$ cat src/rtl/wb_arbiter.sv
// wb_arbiter: two-producer write-back arbiter feeding one regfile write port.
// Define WB_PENDING_EN to build the pending-write scoreboard.

module wb_arbiter_q #(
    parameter int DEPTH = 2
) (
    input  logic        clk,
    input  logic        rst,
    input  logic        push,
    input  logic [4:0]  addr,
    input  logic [31:0] data,
    input  logic [3:0]  stamp,
    input  logic        pop,
    output logic        ready,
    output logic        nonempty,
    output logic [4:0]  head_addr,
    output logic [31:0] head_data,
    output logic [3:0]  head_stamp
`ifdef WB_PENDING_EN
    ,
    output logic [31:0] mask
`endif
);
    localparam int AW = (DEPTH > 2) ? 2 : 1;
    localparam logic [AW:0] FULL = (AW+1)'(DEPTH);

    logic [4:0]    q_addr  [DEPTH];
    logic [31:0]   q_data  [DEPTH];
    logic [3:0]    q_stamp [DEPTH];
    logic [AW-1:0] rd;
    logic [AW-1:0] wr;
    logic [AW:0]   cnt;

    assign ready      = rst && (cnt < FULL);
    assign nonempty   = (cnt != '0);
    assign head_addr  = q_addr[rd];
    assign head_data  = q_data[rd];
    assign head_stamp = q_stamp[rd];

    always_ff @(posedge clk or negedge rst) begin
        if (!rst) begin
            rd  <= '0;
            wr  <= '0;
            cnt <= '0;
        end else begin
            if (push) wr <= wr + 1'b1;
            if (pop)  rd <= rd + 1'b1;
            cnt <= cnt + (AW+1)'(push) - (AW+1)'(pop);
        end
    end

    // Payload needs no reset; validity is tracked by the pointers.
    always_ff @(posedge clk) begin
        if (push) begin
            q_addr[wr]  <= addr;
            q_data[wr]  <= data;
            q_stamp[wr] <= stamp;
        end
    end

`ifdef WB_PENDING_EN
    logic [DEPTH-1:0] vld;

    always_ff @(posedge clk or negedge rst) begin
        if (!rst) begin
            vld <= '0;
        end else begin
            if (pop)  vld[rd] <= 1'b0;
            if (push) vld[wr] <= 1'b1;
        end
    end

    always_comb begin
        mask = '0;
        for (int i = 0; i < DEPTH; i++) begin
            if (vld[i]) mask[q_addr[i]] = 1'b1;
        end
    end
`endif
endmodule

module wb_arbiter #(
    parameter int DEPTH = 2
) (
    input  logic        clk,
    input  logic        rst,
    input  logic        ex_valid,
    output logic        ex_ready,
    input  logic [4:0]  ex_addr,
    input  logic [31:0] ex_data,
    input  logic        ld_valid,
    output logic        ld_ready,
    input  logic [4:0]  ld_addr,
    input  logic [31:0] ld_data,
    output logic        we,
    output logic [4:0]  WriteAddr,
    output logic [31:0] WriteData,
    output logic [31:0] pending
);
    logic [3:0]  stamp;
    logic        ex_push, ld_push;
    logic        ex_ne, ld_ne;
    logic        ex_win, ld_win;
    logic [4:0]  ex_haddr, ld_haddr;
    logic [31:0] ex_hdata, ld_hdata;
    logic [3:0]  ex_hstamp, ld_hstamp;
    logic [3:0]  age;

    // Writes to x0 are handshaken but never enter a queue.
    assign ex_push = ex_valid && ex_ready && (ex_addr != 5'd0);
    assign ld_push = ld_valid && ld_ready && (ld_addr != 5'd0);

    assign age    = ex_hstamp - ld_hstamp;
    assign ex_win = ex_ne && (!ld_ne || age == 4'd0 || age[3]);
    assign ld_win = ld_ne && !ex_win;

`ifdef WB_PENDING_EN
    logic [31:0] ex_mask, ld_mask;
`endif

    wb_arbiter_q #(.DEPTH(DEPTH)) u_exq (
        .clk        (clk),
        .rst        (rst),
        .push       (ex_push),
        .addr       (ex_addr),
        .data       (ex_data),
        .stamp      (stamp),
        .pop        (ex_win),
        .ready      (ex_ready),
        .nonempty   (ex_ne),
        .head_addr  (ex_haddr),
        .head_data  (ex_hdata),
        .head_stamp (ex_hstamp)
`ifdef WB_PENDING_EN
        ,
        .mask       (ex_mask)
`endif
    );

    wb_arbiter_q #(.DEPTH(DEPTH)) u_ldq (
        .clk        (clk),
        .rst        (rst),
        .push       (ld_push),
        .addr       (ld_addr),
        .data       (ld_data),
        .stamp      (stamp),
        .pop        (ld_win),
        .ready      (ld_ready),
        .nonempty   (ld_ne),
        .head_addr  (ld_haddr),
        .head_data  (ld_hdata),
        .head_stamp (ld_hstamp)
`ifdef WB_PENDING_EN
        ,
        .mask       (ld_mask)
`endif
    );

    always_ff @(posedge clk or negedge rst) begin
        if (!rst) begin
            stamp <= 4'd0;
        end else if (ex_push || ld_push) begin
            stamp <= stamp + 4'd1;
        end
    end

    always_ff @(posedge clk or negedge rst) begin
        if (!rst) begin
            we        <= 1'b0;
            WriteAddr <= 5'd0;
            WriteData <= 32'd0;
        end else begin
            unique case (1'b1)
                ex_win: begin
                    we        <= 1'b1;
                    WriteAddr <= ex_haddr;
                    WriteData <= ex_hdata;
                end
                ld_win: begin
                    we        <= 1'b1;
                    WriteAddr <= ld_haddr;
                    WriteData <= ld_hdata;
                end
                default: we <= 1'b0;
            endcase
        end
    end

`ifdef WB_PENDING_EN
    logic [31:0] stage_mask;

    always_comb begin
        stage_mask = '0;
        if (we) stage_mask[WriteAddr] = 1'b1;
    end

    assign pending = (ex_mask | ld_mask | stage_mask) & ~32'h1;
`else
    assign pending = 32'h0;
`endif
endmodule

$ cat config.mk
export PLATFORM = sky130hd
export DESIGN_NAME = wb_arbiter
export DESIGN_NICKNAME = d
export VERILOG_FILES = /design/src/rtl/wb_arbiter.sv
export SDC_FILE = /design/constraint.sdc
export NUM_CORES = 1
export LEC_CHECK = 0
export ABC_AREA = 0
export BUFFER_PORTS_ARGS = -buffer_cell sky130_fd_sc_hd__buf_2
export CAP_MARGIN = 5
export CORE_MARGIN = 1
export CORE_UTILIZATION = 50
export DETAILED_ROUTE_END_ITERATION = 6
export PLACE_DENSITY_LB_ADDON = 0.05
export SETUP_SLACK_MARGIN = 0.3
export SYNTH_ARGS = -nofsm -noshare
export SYNTH_HDL_FRONTEND = slang
export SYNTH_SLANG_ARGS = --single-unit
$ cat constraint.sdc
create_clock -name clk -period 3.75 [get_ports clk]
set_input_delay 0.75 -clock clk [delete_from_list [all_inputs] [get_ports clk]]
set_output_delay 0.75 -clock clk [all_outputs]
set_load 0.02 [all_outputs]
Word-level counts from Yosys, hierarchy flattened
Memories as Yosys holds them, arrays and structs flattened.
Cells that the tools add are included.
Word-level totals
  logic and storage cells: 55
  flip-flop bits (word level): 50
  bits of input ports: 78
  memories: 6
  memory bits (writable): 164
  output and inout port bits: 72
Memory list
  u_exq.q_data: words 2, bits a word 32, read ports 1, clocked after memory_dff 0, write ports 1, line 28  | logic [31:0] q_data [DEPTH];
  u_ldq.q_data: words 2, bits a word 32, read ports 1, clocked after memory_dff 0, write ports 1, line 28
  u_exq.q_addr: words 2, bits a word 5, read ports 1, clocked after memory_dff 0, write ports 1, line 27  | logic [4:0] q_addr [DEPTH];
  u_ldq.q_addr: words 2, bits a word 5, read ports 1, clocked after memory_dff 0, write ports 1, line 27
  u_exq.q_stamp: words 2, bits a word 4, read ports 1, clocked after memory_dff 0, write ports 1, line 29  | logic [3:0] q_stamp [DEPTH];
  u_ldq.q_stamp: words 2, bits a word 4, read ports 1, clocked after memory_dff 0, write ports 1, line 29
Operators by class
  magnitude comparators: 2
  reductions and logical operators: 20
  add/subtract/negate cells: 10
  muxes and demuxes: 7
Operator list (count)
  32-bit case mux with 2 select lines: 1
  5-bit case mux with 2 select lines: 1
  5-bit nonzero test: 2
  1-bit logical AND: 8
  2-bit nonzero test: 3
  1-bit two-way mux: 5
  1-bit adder (second input constant): 4
  2-bit by 1-bit adder with 2-bit output: 2
  4-bit by 1-bit adder with 4-bit output (second input constant): 1
  4-bit zero test: 1
  2-bit less-than comparator (second input constant): 2
  2-bit by 1-bit subtractor with 2-bit output: 2
  4-bit subtractor: 1
  1-bit logical OR: 3
  1-bit zero test: 2
  2-bit OR reduction: 1

Depth between registers and ports, before layout
An unclocked memory read counts as a cell.
  depth after elaboration: 10
  mapped depth: 18

Cells and area by module
From an unflattened synthesis, not the netlist that was laid out.
Unflattened totals
  cells, all modules: 481
  area, all modules: 9137.5 um^2
Modules (own cells, without submodules)
  wb_arbiter_q: cells an instance 143, times used 2, area an instance 3360.7 um^2
  wb_arbiter: cells an instance 195, times used 1, area an instance 2416.1 um^2

Worst setup path before layout
OpenSTA, ideal clock, no wires.
  kind: register -> register
  start: register u_ldq.rd
  end: register u_ldq.cnt[1]
  arrival: 3706 ps
  stages on the path, launching flop included: 18
  path slack: -25 ps
  data required time: 3681 ps
  path buffers: 4
  path through: dfrtp_1 > buf_2 > buf_1 > mux2_2 > ha_1 > inv_1 > fa_1 > nand2b_1 > nor3_1 > nor2_1 > and2_1 > buf_2 > buf_2 > mux2i_1 > ha_1 > nor2b_1 > or3b_2 > nand3_1
On the way
  word-level cells in the longest chain between the ends: 9
RTL lines
  start: declaration: line 30  | logic [AW-1:0] rd;
  start signal: assignment: line 47  | if (pop) rd <= rd + 1'b1;
  memory 2 x 4 bit (*)
  4-bit subtractor (*): line 113  | assign age = ex_hstamp - ld_hstamp;
  4-bit zero test: line 114  | assign ex_win = ex_ne && (!ld_ne || age == 4'd0 || age[3]);
  1-bit logical OR: line 114
  1-bit logical OR (*): line 114
  1-bit logical AND (*): line 114
  1-bit zero test (*): line 115  | assign ld_win = ld_ne && !ex_win;
  1-bit logical AND (*): line 115
  2-bit by 1-bit subtractor with 2-bit output (*): line 48  | cnt <= cnt + (AW+1)'(push) - (AW+1)'(pop);
  end signal: assignment: line 48
  end: declaration: line 32  | logic [AW:0] cnt;
Every way passes the cells marked *; elsewhere a longest branch is shown, timed or not.
A chain may end at the register's enable or synchronous reset.

Worst setup path in the final report
Same ends and word-level chain as after synthesis.

==> flow_metrics.env <==
export IMPL_r2r_cells=13
export IMPL_whs_ns=0.4364
export IMPL_post_cts_buffers=0
export IMPL_crit_required_ns=4.18
export IMPL_setup_ws_ns=0.5258
export IMPL_synth_top_area_share_pct=56.22
export IMPL_met1_length_um=7746
export IMPL_yosysWarnings=0
export IMPL_ant_nets=0
export IMPL_avgSynthCellArea_um2=15.84
export IMPL_synth_seq_area_share_pct=70.50
export IMPL_portBuffers=117
export IMPL_period_minus_slack_ns=3.224
export IMPL_tns_ns=0
export IMPL_crit_fanout=7
export IMPL_first_global_vias=4832
export IMPL_powerDensity_nw_per_um2=868.9
export IMPL_synth_area_um2=8760
export IMPL_reg2reg_from="u_ldq.rd$_DFFE_PN0P_"
export IMPL_ios=150
export IMPL_finalPower_mw=8.914
export IMPL_drive_gt1_share_pct=27.59
export IMPL_grt_pass1_wl_um=26560
export IMPL_hold_path_class="input port to flip-flop"
export IMPL_path_cells="mux2_2 -> ha_1 -> inv_1 -> fa_1 -> nand2b_1 -> nor3_2 -> nor2_1 -> and2_1 -> mux2i_1 -> ha_1 -> nor2b_1 -> or3b_2 -> nand3_1"
export IMPL_yosysMostFrequentCell="edfxtp_1"
export IMPL_crit_top_cell="ha_1"
export IMPL_holdCritStartpoint="ld_data[4]"
export IMPL_die_h_um=134.4
export IMPL_synth_largest_area_cell="edfxtp_1"
export IMPL_insertion_delay_ns=0.50
export IMPL_end_kind="flip-flop"
export IMPL_crit_start="u_ldq.rd$_DFFE_PN0P_"
export IMPL_wl_met3_um=589
export IMPL_tritoncts="built"
export IMPL_layout_area_seq_um2=6178
export IMPL_rsz0062_at_grt="false"
export IMPL_synth_cells=553
export IMPL_finClkSkew_ns=0.01158
export IMPL_synthTopCellsByArea="edfxtp_1 (56%), dfrtp_1 (14%), mux2i_1 (9.3%), buf_4 (3.0%), a32oi_2 (1.9%)"
export IMPL_crit_type="flip-flop to flip-flop"
export IMPL_cts_sinks=214
export IMPL_pre_cts_slack_ns=0.3642
export IMPL_start_util_pct=51.00
export IMPL_crit_path_start_kind="flip-flop"
export IMPL_highest_layer="met4"
export IMPL_wire_per_inst_um=18.66
export IMPL_num_nets_final=767
export IMPL_first_pass_iters=5
export IMPL_drc=0
export IMPL_synth_cell_types=36
export IMPL_fillers=1378
export IMPL_clock_root_buffer="clkbuf_16"
export IMPL_die_width_um=134.4
export IMPL_post_route_period_util_pct=85.98
export IMPL_gp_congestion=0.7391
export IMPL_setup_viol=0
export IMPL_grt_overflow=0
export IMPL_max_slew_worst_pin_slew_ns=1.136
export IMPL_peakVddDrop_uv=538.7
export IMPL_critical_path_max_stage_delay_ns=0.46
export IMPL_hold_viol=0
export IMPL_arrival_ns=3.66
export IMPL_yosys_top_cells_count="edfxtp_1 (164), mux2i_1 (81), dfrtp_1 (50)"
export IMPL_status="complete, no violations"
export IMPL_synth_edf_count=164
export IMPL_vias=4859
export IMPL_multi_input_comb_area_um2=2331
export IMPL_cts_made_buffers=22
export IMPL_cts_buffer_depth=3
export IMPL_first_iter_violations=160
export IMPL_async_flop_share_pct=23.36
export IMPL_vias_per_cell=5.270
export IMPL_maxSlewViolCount=0
export IMPL_synthFlopType="edfxtp_1"
export IMPL_wl_met2_um=8508
export IMPL_leakage_nw=4.037
export IMPL_antenna_found_initial=1
export IMPL_hpwl_um=10590
export IMPL_hold_path_depth=1
export IMPL_maxCapViolations=0
export IMPL_fmax_mhz=310.2
export IMPL_drt_wl_total_um=17200
export IMPL_path_clk_slew_ns=0.06
export IMPL_fp_dieArea_um2=18050
export IMPL_num_rows=48
export IMPL_slew_limit_headroom_pct=24.28
export IMPL_grt_max_degree=51
export IMPL_slowest_stage="or3b_2"
export IMPL_h_tree_depth=1
export IMPL_globalRouteTotalUtil_pct=19.60
export IMPL_synth_seq_cells=214
export IMPL_coreArea_um2=17180
export IMPL_areaGrowthSynthToFinish_pct=17.11
[area by class of cell]
cell class,count,share of cell area [%]
clock inverter,8,0.5976
timing repair buffer,133,7.196
multi-input combinational,302,22.72
antenna,1,0.02439
tap,225,2.744
inverter,8,0.2927
sequential,214,60.23
clock buffer,31,6.196
[flip-flops by register name (all words and copies together), names as in the netlist]
signal and count:
u_exq.cnt 2, WriteData 32, u_exq.q_addr 10, u_exq.rd 1
stamp 4, u_ldq.q_stamp 8, u_ldq.wr 1, u_ldq.q_addr 10
u_ldq.q_data 64, u_exq.q_stamp 8, u_exq.wr 1, u_ldq.rd 1
u_ldq.cnt 2, u_exq.q_data 64, we 1, WriteAddr 5
[path summary, 6_finish.rpt]
path / endpoint / slack, ns
setup / recovery: u_ldq.cnt[1]$_DFF_PN0_ / 0.53
hold / removal: u_ldq.q_data[1][4]$_DFFE_PP_ / 0.44
setup reg to reg: u_ldq.cnt[1]$_DFF_PN0_ / 0.53
hold reg to reg: stamp[3]$_DFFE_PN0P_ / 0.53
max in group asynchronous: u_exq.rd$_DFFE_PN0P_ / 2.70
min in group asynchronous: WriteData[28]$_DFFE_PN0P_ / 0.52
[routing by layer]
layer	up-vias	track usage, %
li1	2287	-
met2	121	32.56
met4	0	6.242
met3	32	2.910
met1	2419	26.71
met5	-	0
[cells in the final DEF, fill, tap and decap left out, types with 3 or more instances in the layout]
cell	count
nand2_1	24
o21a_1	20
xor2_1	3
clkinv_2	4
edfxtp_1	164
a32oi_2	10
inv_1	8
conb_1	32
clkinv_1	3
nor2_1	21
clkbuf_1	5
clkbuf_16	23
ha_1	7
mux2_2	3
a32oi_1	10
buf_4	13
buf_2	117
dfrtp_1	48
xnor2_1	9
a21oi_1	19
nor2b_1	20
clkbuf_8	3
mux2i_1	80
a221oi_1	18
[timing repair]
action                                  CTS  global route
resized for setup                         0             4
hold buffers                              0             0
hold endpoints to repair                  0             0
endpoints found under the setup margin    0             1
[through the flow]
step | instances | util, % | cell area, µm²
2_1_floorplan | 584 | - | 8886
3_3_place_gp | 882 | 55.56 | 9543
3_5_place_dp | 882 | 55.56 | 9543
4_1_cts | 921 | 59.62 | 10240
5_1_grt | 922 | 59.72 | 10260
6_report | 922 | 59.72 | 10260
[power breakdown]
| part | internal [mW] | leakage [nW] | total (mW) | switching (mW) |
|---|---|---|---|---|
| registers | 3.13 | 2.08 | 3.42 | 0.284 |
| clock network | 1.24 | 0.345 | 2.09 | 0.850 |
| logic | 1.35 | 1.61 | 3.41 | 2.05 |
[cells by family (layout without fill, tap and decap cells)]
| group | count (synthesis) | in the layout | share of synthesized area (%) |
|---|---|---|---|
| AO/OA/AOI/OAI | 80 | 80 | 7.799 |
| XOR/XNOR | 12 | 12 | 1.200 |
| adder cells (fa/ha/maj) | 8 | 8 | 1.228 |
| buffers and inverters | 68 | 180 | 4.599 |
| flip-flops | 214 | 214 | 70.50 |
| multiplexers | 85 | 85 | 9.770 |
| other | 1 | 33 | 0.04281 |
| AND/OR/NAND/NOR | 85 | 85 | 4.856 |
[worst max-delay path: cells and delay by family (launching register included)]
| family | cells | cell delay (ns) |
|---|---|---|
| adder cells (fa/ha/maj) | 3 | 0.81 |
| buffers and inverters | 1 | 0.08 |
| flip-flops | 1 | 0.38 |
| multiplexers | 2 | 0.52 |
| AND/OR/NAND/NOR | 7 | 1.37 |
(Power assumes the default switching activity.)
